File: config.mk
export PLATFORM = sky130hd
export DESIGN_NAME = bit_serializer
export DESIGN_NICKNAME = d
export VERILOG_FILES = /design/src/rtl/bit_serializer.sv
export SDC_FILE = /design/constraint.sdc
export NUM_CORES = 1
export LEC_CHECK = 0
export ABC_AREA = 1
export BUFFER_PORTS_ARGS = -buffer_cell sky130_fd_sc_hd__buf_2
export CAP_MARGIN = 15
export CORE_MARGIN = 2
export CORE_UTILIZATION = 45
export CTS_BUF_LIST = sky130_fd_sc_hd__clkbuf_4 sky130_fd_sc_hd__clkbuf_8 sky130_fd_sc_hd__clkbuf_16
export CTS_CLUSTER_SIZE = 30
export DETAILED_ROUTE_END_ITERATION = 10
export PLACE_DENSITY_LB_ADDON = 0.1
export SLEW_MARGIN = 20
export SYNTH_ARGS = -nofsm -noshare
export SYNTH_HDL_FRONTEND = slang
export SYNTH_SLANG_ARGS = --single-unit
File: constraint.sdc
create_clock -name clk -period 2.9 [get_ports clk]
set_input_delay 0.58 -clock clk [delete_from_list [all_inputs] [get_ports clk]]
set_output_delay 0.58 -clock clk [all_outputs]
set_load 0.01 [all_outputs]
File: src/rtl/bit_serializer.sv
// bit_serializer: word FIFO feeding a parallel-to-serial shifter with a programmable bit period.
//
// Ports:
//   clk        rising-edge clock
//   rst        asynchronous active-low reset
//   in_data    word to serialize
//   in_valid   in_data valid
//   in_ready   FIFO can accept a word this cycle
//   div        bit period = div+1 clocks; sampled when a word is loaded
//   flush      synchronous abort of queued words and the word in flight
//   ser_out    serial bit stream
//   ser_valid  high while a word is being shifted out
//   bit_strobe one-clock pulse in the first cycle of each bit period
//   fifo_count words currently held in the FIFO
module bit_serializer #(
    parameter int unsigned DATA_W    = 8,
    parameter int unsigned DEPTH     = 4,
    parameter int unsigned MSB_FIRST = 1,
    parameter int unsigned DIV_W     = 8
) (
    input  logic                     clk,
    input  logic                     rst,
    input  logic [DATA_W-1:0]        in_data,
    input  logic                     in_valid,
    output logic                     in_ready,
    input  logic [DIV_W-1:0]         div,
    input  logic                     flush,
    output logic                     ser_out,
    output logic                     ser_valid,
    output logic                     bit_strobe,
    output logic [$clog2(DEPTH):0]   fifo_count
);

    localparam int unsigned AW = $clog2(DEPTH);
    localparam int unsigned CW = AW + 1;
    localparam int unsigned IW = (DATA_W > 2) ? $clog2(DATA_W) : 1;

    typedef enum logic [0:0] {StIdle, StShift} state_e;

    state_e            state_q, state_d;
    logic [DATA_W-1:0] mem_q [DEPTH];
    logic [AW-1:0]     wptr_q, rptr_q;
    logic [CW-1:0]     count_q, count_d;
    logic [DATA_W-1:0] shreg_q, shreg_d;
    logic [DIV_W-1:0]  timer_q, timer_d;
    logic [DIV_W-1:0]  reload_q, reload_d;
    logic [IW-1:0]     idx_q, idx_d;
    logic              ser_out_q, ser_valid_q, bit_strobe_q;
    logic              ser_out_d, ser_valid_d, bit_strobe_d;

    logic do_push, do_pop, last_clk, cur_bit;

    assign in_ready   = (count_q < CW'(DEPTH));
    assign fifo_count = count_q;
    assign ser_out    = ser_out_q;
    assign ser_valid  = ser_valid_q;
    assign bit_strobe = bit_strobe_q;

    assign do_push  = in_valid && in_ready && !flush;
    assign last_clk = (state_q == StShift) && (timer_q == '0) && (idx_q == IW'(DATA_W - 1));
    // A pop always coincides with a word load into the shifter.
    assign do_pop   = !flush && (count_q != '0) && ((state_q == StIdle) || last_clk);
    assign cur_bit  = (MSB_FIRST != 0) ? shreg_q[DATA_W-1] : shreg_q[0];

    always_comb begin
        state_d  = state_q;
        shreg_d  = shreg_q;
        timer_d  = timer_q;
        reload_d = reload_q;
        idx_d    = idx_q;
        count_d  = count_q;

        if (flush) begin
            state_d = StIdle;
            shreg_d = '0;
            timer_d = '0;
            idx_d   = '0;
        end else if (do_pop) begin
            state_d  = StShift;
            shreg_d  = mem_q[rptr_q];
            reload_d = div;
            timer_d  = div;
            idx_d    = '0;
        end else if (state_q == StShift) begin
            if (timer_q == '0) begin
                if (last_clk) begin
                    state_d = StIdle;
                    shreg_d = '0;
                end else begin
                    idx_d   = idx_q + IW'(1);
                    timer_d = reload_q;
                    shreg_d = (MSB_FIRST != 0) ? {shreg_q[DATA_W-2:0], 1'b0}
                                               : {1'b0, shreg_q[DATA_W-1:1]};
                end
            end else begin
                timer_d = timer_q - DIV_W'(1);
            end
        end

        if (flush) begin
            count_d = '0;
        end else begin
            unique case ({do_push, do_pop})
                2'b10:   count_d = count_q + CW'(1);
                2'b01:   count_d = count_q - CW'(1);
                default: count_d = count_q;
            endcase
        end

        // Outputs are registered, so the stream appears one clock after the shifter state.
        ser_valid_d  = !flush && (state_q == StShift);
        ser_out_d    = ser_valid_d && cur_bit;
        bit_strobe_d = ser_valid_d && (timer_q == reload_q);
    end

    always_ff @(posedge clk or negedge rst) begin
        if (!rst) begin
            state_q      <= StIdle;
            wptr_q       <= '0;
            rptr_q       <= '0;
            count_q      <= '0;
            shreg_q      <= '0;
            timer_q      <= '0;
            reload_q     <= '0;
            idx_q        <= '0;
            ser_out_q    <= 1'b0;
            ser_valid_q  <= 1'b0;
            bit_strobe_q <= 1'b0;
        end else begin
            state_q      <= state_d;
            count_q      <= count_d;
            shreg_q      <= shreg_d;
            timer_q      <= timer_d;
            reload_q     <= reload_d;
            idx_q        <= idx_d;
            ser_out_q    <= ser_out_d;
            ser_valid_q  <= ser_valid_d;
            bit_strobe_q <= bit_strobe_d;
            if (flush) begin
                wptr_q <= '0;
                rptr_q <= '0;
            end else begin
                if (do_push) wptr_q <= wptr_q + AW'(1);
                if (do_pop)  rptr_q <= rptr_q + AW'(1);
            end
        end
    end

    // Storage needs no reset: count gates every read.
    always_ff @(posedge clk) begin
        if (do_push) mem_q[wptr_q] <= in_data;
    end

endmodule

### Word-level counts from Yosys, hierarchy flattened

Memories as Yosys holds them, arrays and structs flattened.
Index checks and enable logic that the tools add are counted.

| storage, ports and cells | value |
|---|---|
| register bits after elaboration | 38 |
| bits in writable memories | 32 |
| bits of input ports | 20 |
| output and inout port bits | 7 |
| logic and storage cells | 77 |
| memories | 1 |

| cells by class | value |
|---|---|
| reduce and logical (&&, ||, !) cells | 22 |
| add/subtract/negate cells | 6 |
| bitwise operators | 2 |
| multiplexer cells | 28 |
| eq/ne operators | 6 |
| $lt $le $gt $ge | 1 |

Memories:

| name | depth | bits a word | rd ports | clocked after memory_dff | wr ports | line | RTL |
|---|---|---|---|---|---|---|---|
| mem_q | 4 | 8 | 1 | 0 | 1 | 41 | `logic [DATA_W-1:0] mem_q [DEPTH];` |

Operator list:

| operator | count |
|---|---|
| two-way mux 8 bit | 10 |
| two-way mux 3 bit | 6 |
| nonzero test 3 bit | 4 |
| logical AND 1 bit | 9 |
| equality test 8 bit | 1 |
| logical NOT 8 bit | 1 |
| two-way mux 2 bit | 4 |
| subtractor 8 x 1 -> 8 bit (second input constant) | 1 |
| two-way mux 1 bit | 7 |
| adder 3 x 1 -> 3 bit (second input constant) | 2 |
| one-hot mux 3 bit (2 select lines) | 1 |
| AND reduction 2 bit | 3 |
| adder 2 x 1 -> 2 bit (second input constant) | 2 |
| inequality test 4 bit (second input constant) | 1 |
| nonzero test 2 bit | 2 |
| equality test 3 bit (second input constant) | 1 |
| less-than comparator 3 bit (second input constant) | 1 |
| inequality test 3 bit (second input constant) | 1 |
| AND reduction 3 bit | 1 |
| subtractor 3 x 1 -> 3 bit (second input constant) | 1 |
| equality test 2 x 1 -> 1 bit (second input constant) | 1 |
| equality test 2 bit (second input constant) | 1 |
| NOT 1 bit | 2 |
| logical NOT 1 bit | 1 |
| logical OR 1 bit | 1 |

### Logic depth before layout (Yosys ltp)

| depth | value |
|---|---|
| depth after elaboration | 8 |
| mapped depth | 13 |

### Worst setup path before layout

OpenSTA, ideal clock, no wires.

| timing | value |
|---|---|
| path kind | reg2reg |
| from | reg idx_q[0] |
| to | reg count_q[2] (netlist: fifo_count[2]) |
| cell stages (with the launch flop) | 14 |
| period minus slack after synthesis | 2030 ps |
| data required time | 2783 ps |
| data arrival time | 1913 ps |
| path slack | 870 ps |
| cells stage by stage | dfrtp_1 > ha_1 > ha_1 > nand2_1 > clkinv_1 > nand3_4 > nand2_8 > nand3_1 > inv_1 > fa_1 > inv_1 > nand3_1 > nand3_1 > nand2_1 |

| on the way | value |
|---|---|
| cells in the longest elaborated chain, start to end | 7 |

RTL lines:

| item | line | RTL |
|---|---|---|
| from (decl) | 47 | `logic [IW-1:0] idx_q, idx_d;` |
| from (signal assigned) | 135 | `idx_q <= idx_d;` |
| equality test 3 bit (*) | 60 | `assign last_clk = (state_q == StShift) && (timer_q == '0) && (idx_q == IW'(DATA_W - 1));` |
| logical AND 1 bit (*) | 60 |  |
| logical OR 1 bit (*) | 62 | `assign do_pop = !flush && (count_q != '0) && ((state_q == StIdle) \|\| last_clk);` |
| logical AND 1 bit (*) | 62 |  |
| equality test 2 x 1 -> 1 bit / equality test 2 bit (equally long branches) | 103 | `unique case ({do_push, do_pop})` |
| one-hot mux 3 bit (2 select lines) | 103 |  |
| two-way mux 3 bit | 100 | `if (flush) begin` |
| to (signal assigned) | 131 | `count_q <= count_d;` |
| to (decl) | 43 | `logic [CW-1:0] count_q, count_d;` |

Every way passes the cells marked *; elsewhere a longest branch is shown, timed or not.
A chain may end at the register's enable or synchronous reset.

### Final worst setup path

Ends and elaborated chain as after synthesis.

==> summary.json <==
{
  "finalWorstPathRequiredPeriod": {"value": 2170, "unit": "ps"},
  "row_count": {"value": 31},
  "multi_input_area": {"value": 0.00130, "unit": "mm^2"},
  "synth.top_cells.by_area": {"value": "sky130_fd_sc_hd__edfxtp_1, sky130_fd_sc_hd__dfrtp_1, sky130_fd_sc_hd__nand2_1"},
  "cts.hold.buffers_added": {"value": 0},
  "drtIter0Drc": {"value": 63},
  "synth_area_leader_cell": {"value": "sky130_fd_sc_hd__edfxtp_1"},
  "port_buffers": {"value": 26},
  "detailedRoute.firstPassIterationCount": {"value": 4},
  "post_cts.resized_instances": {"value": 0},
  "worst_ir_drop_on_vdd": {"value": 0.400, "unit": "mV"},
  "detailroute.via_count": {"value": 2573},
  "crit_arrival": {"value": 2420, "unit": "ps"},
  "route.detailed.wl_per_inst": {"value": 13.6, "unit": "um"},
  "initial_antenna_violation_count": {"value": 0},
  "final_layout_size_suffix_gt1_share": {"value": 15.6, "unit": "%"},
  "layout-area-overhead-vs-synth": {"value": 13.2, "unit": "%"},
  "clkSlewWorstSetupHoldPaths": {"value": 80, "unit": "ps"},
  "max_freq": {"value": 461, "unit": "MHz"},
  "cts.sinks": {"value": 70},
  "num-nets-final": {"value": 434},
  "global_route_wire_length_before_repair": {"value": 11700, "unit": "um"},
  "synth_area_per_cell": {"value": 9.31, "unit": "um^2"},
  "antenna_cells": {"value": 0},
  "status": {"value": "completed"},
  "netSwitchingFraction": {"value": 40.0, "unit": "%"},
  "synth.top_cell.area_share": {"value": 28.0, "unit": "%"},
  "power_density": {"value": 915, "unit": "mW/mm^2"},
  "setup.worst_path.class": {"value": "reg -> reg"},
  "hold_viol_final": {"value": 0},
  "grt_util_all_layers": {"value": 17.8, "unit": "%"},
  "vias_in_the_first_global_route": {"value": 2527},
  "tritoncts.num_buffers": {"value": 9},
  "cts_root_buf": {"value": "sky130_fd_sc_hd__clkbuf_8"},
  "wp_data_required": {"value": 3150, "unit": "ps"},
  "synthTopCellsByCount": {"value": "sky130_fd_sc_hd__nand2_1, sky130_fd_sc_hd__o21ai_0, sky130_fd_sc_hd__dfrtp_1"},
  "final-max-slew-violation-count": {"value": 0},
  "dp.final_hpwl": {"value": 4830, "unit": "um"},
  "synthesis.instances": {"value": 369},
  "die-area": {"value": 0.00835, "unit": "mm^2"},
  "setup_viol": {"value": 0},
  "syn-num-nets": {"value": 398},
  "post-cts-setup-buffers": {"value": 0},
  "fin_worst_skew": {"value": 9.57, "unit": "ps"},
  "fillerInstances": {"value": 687},
  "internal-power": {"value": 2.14, "unit": "mW"},
  "max_slew.worst_pin.slew": {"value": 880, "unit": "ps"},
  "die-width": {"value": 91.4, "unit": "um"},
  "synth_sequential_area_ratio": {"value": 55.6, "unit": "%"},
  "unrepaired_setup_endpoints_after_global_routing": {"value": "no"},
  "fin_crit_share": {"value": 74.8, "unit": "%"},
  "power_frac_seq": {"value": 40.8, "unit": "%"},
  "critical_path_peak_fanout": {"value": 8},
  "final-seq-area": {"value": 0.00191, "unit": "mm^2"},
  "cts-root-to-sink-buffers": {"value": 2},
  "final_cells": {"value": 509},
  "hp-class": {"value": "in -> async"},
  "worst_setup_path_end_kind": {"value": "flop"},
  "wl": {"value": 6910, "unit": "um"},
  "top_level_ports": {"value": 27},
  "p_switching": {"value": 1.43, "unit": "mW"},
  "ys_async_rst_share": {"value": 54.3, "unit": "%"},
  "postRouteAntennaNets": {"value": 0},
  "clock_insertion_delay_worst_skew": {"value": 350, "unit": "ps"},
  "setup_total_negative_slack": {"value": 0, "unit": "ps"},
  "drc_errors": {"value": 0},
  "most_common_flop_cell_mapped_by_yosys": {"value": "sky130_fd_sc_hd__dfrtp_1"},
  "maxCapViolations": {"value": 0},
  "post_drt_via_cell_ratio": {"value": 5.06},
  "post_synth_edffs": {"value": 32},
  "cts_tree": {"value": "done"},
  "starting_density": {"value": 46.9, "unit": "%"},
  "numPlacedInstances": {"value": 493},
  "die_y": {"value": 91.4, "unit": "um"},
  "ys_ff_latch": {"value": 70},
  "post_synth_instance_area": {"value": 0.00344, "unit": "mm^2"},
  "yosys.cell_types.count": {"value": 34},
  "timing.slew.headroom": {"value": 41.3, "unit": "%"},
  "logic_gate_share_of_total_power": {"value": 37.1, "unit": "%"},
  "synth_warn": {"value": 0},
  "floorplan.core_area": {"value": 0.00733, "unit": "mm^2"},
  "global_route.overflow_total": {"value": 0},
  "number_of_h_tree_levels": {"value": 3},
  "total_leakage_power": {"value": 1.72, "unit": "nW"},
  "power.clock.fraction": {"value": 22.1, "unit": "%"},
  "grt_start_max_net_pins": {"value": 39},
  "synthMostInstantiatedCell": {"value": "sky130_fd_sc_hd__nand2_1"},
  "globalplace.congestion": {"value": 0.817},
  "timing.critical_path.from_type": {"value": "flop"}
}
==> critical path, stage by stage, from the launching register on <==
cell	delay, ps
sky130_fd_sc_hd__dfrtp_1	400
sky130_fd_sc_hd__ha_1	200
sky130_fd_sc_hd__ha_1	190
sky130_fd_sc_hd__nand2_1	70
sky130_fd_sc_hd__clkinv_1	90
sky130_fd_sc_hd__nand3_4	170
sky130_fd_sc_hd__nand2_8	100
sky130_fd_sc_hd__nand3_1	140
sky130_fd_sc_hd__inv_1	70
sky130_fd_sc_hd__fa_1	380
sky130_fd_sc_hd__inv_1	60
sky130_fd_sc_hd__nand3_1	60
sky130_fd_sc_hd__nand3_1	80
sky130_fd_sc_hd__nand2_1	50
==> final timing paths <==
path / from / to / slack [ps] / depth (start not counted)
max in group asynchronous: rst / timer_q[1]$_DFFE_PN0P_ / 2000 / 1
min: rst / wptr_q[0]$_DFFE_PN0P_ / 350 / 1
min in group clk: in_data[7] / mem_q[0][7]$_DFFE_PP_ / 440 / 1
min reg2reg: shreg_q[0]$_DFFE_PN0P_ / shreg_q[0]$_DFFE_PN0P_ / 480 / 2
max reg2reg: idx_q[0]$_DFFE_PN0P_ / fifo_count[2]$_DFFE_PN0P_ / 730 / 13
max: idx_q[0]$_DFFE_PN0P_ / fifo_count[2]$_DFFE_PN0P_ / 730 / 13
==> cell type report <==
class                   count  area share, %
flip-flops and latches     70           49.1
multi-input cells         248           33.4
inverters                  44           4.69
repair buffers             32           4.50
clock buffers               9           3.18
well taps                  99           3.18
clock inverters             7           1.90
==> cell usage in the layout, fill, tap and decap left out, types with 3 or more instances in the layout <==
| cell type | instances |
|---|---|
| sky130_fd_sc_hd__o21ai_0 | 41 |
| sky130_fd_sc_hd__inv_1 | 37 |
| sky130_fd_sc_hd__ha_1 | 8 |
| sky130_fd_sc_hd__o22ai_1 | 9 |
| sky130_fd_sc_hd__nand2_8 | 3 |
| sky130_fd_sc_hd__buf_4 | 6 |
| sky130_fd_sc_hd__inv_6 | 4 |
| sky130_fd_sc_hd__nand4_1 | 3 |
| sky130_fd_sc_hd__clkbuf_8 | 9 |
| sky130_fd_sc_hd__nor2_2 | 3 |
| sky130_fd_sc_hd__nand2_1 | 86 |
| sky130_fd_sc_hd__buf_2 | 26 |
| sky130_fd_sc_hd__dfrtp_1 | 38 |
| sky130_fd_sc_hd__clkinv_1 | 3 |
| sky130_fd_sc_hd__nand3_1 | 22 |
| sky130_fd_sc_hd__a31oi_1 | 5 |
| sky130_fd_sc_hd__clkinv_4 | 3 |
| sky130_fd_sc_hd__edfxtp_1 | 32 |
| sky130_fd_sc_hd__a21oi_1 | 14 |
| sky130_fd_sc_hd__nor2_1 | 36 |
==> metrics by stage <==
stage	setup WS, ps	hold slack, ps	cell area (um^2)	total power [mW]	utilization [%]
global route	553	409	3890	3.85	53.1
detailed placement	738	466	3690	2.80	50.4
global placement	782	463	3690	2.78	50.4
CTS	720	369	3890	3.59	53.1
finish	730	350	3890	3.56	53.1
floorplan	870	284	3440	2.47	-
==> routing by layer <==
metal | global-route usage, % | up-vias | share of wire (%)
met1 | 22.6 | 1217 | 47
met5 | 0 | - | 0
met2 | 29.4 | 38 | 48
met3 | 4.32 | 9 | 3.3
li1 | - | 1309 | -
met4 | 6.94 | 0 | 1.8
==> state kept, by name (all words and copies together), names as in the netlist <==
register,cells
wptr_q,2
state_q,1
reload_q,8
idx_q,3
timer_q,8
shreg_q,8
mem_q,32
ser_valid,1
fifo_count,3
ser_out,1
rptr_q,2
bit_strobe,1
==> power by group through the flow <==
stage                     Combinational [mW]  Clock (mW)  Sequential [mW]
final                                   1.32       0.787             1.45
after global routing                    1.51       0.852             1.49
after detailed placement                1.33           0             1.47
after floorplan                         1.03           0             1.44
after global placement                  1.31           0             1.47
after CTS                               1.33       0.807             1.45
==> logic make-up after synthesis <==
kind of cell / count (synthesis) / share of synthesized area, %
AND/OR/NAND/NOR: 161 / 21.7
AO/OA/AOI/OAI: 76 / 12.2
flip-flops: 70 / 55.6
buffers and inverters: 51 / 6.55
adder cells (fa/ha/maj): 9 / 3.49
XOR/XNOR: 2 / 0.510
Note: power is estimated with default switching activity, not from simulation.
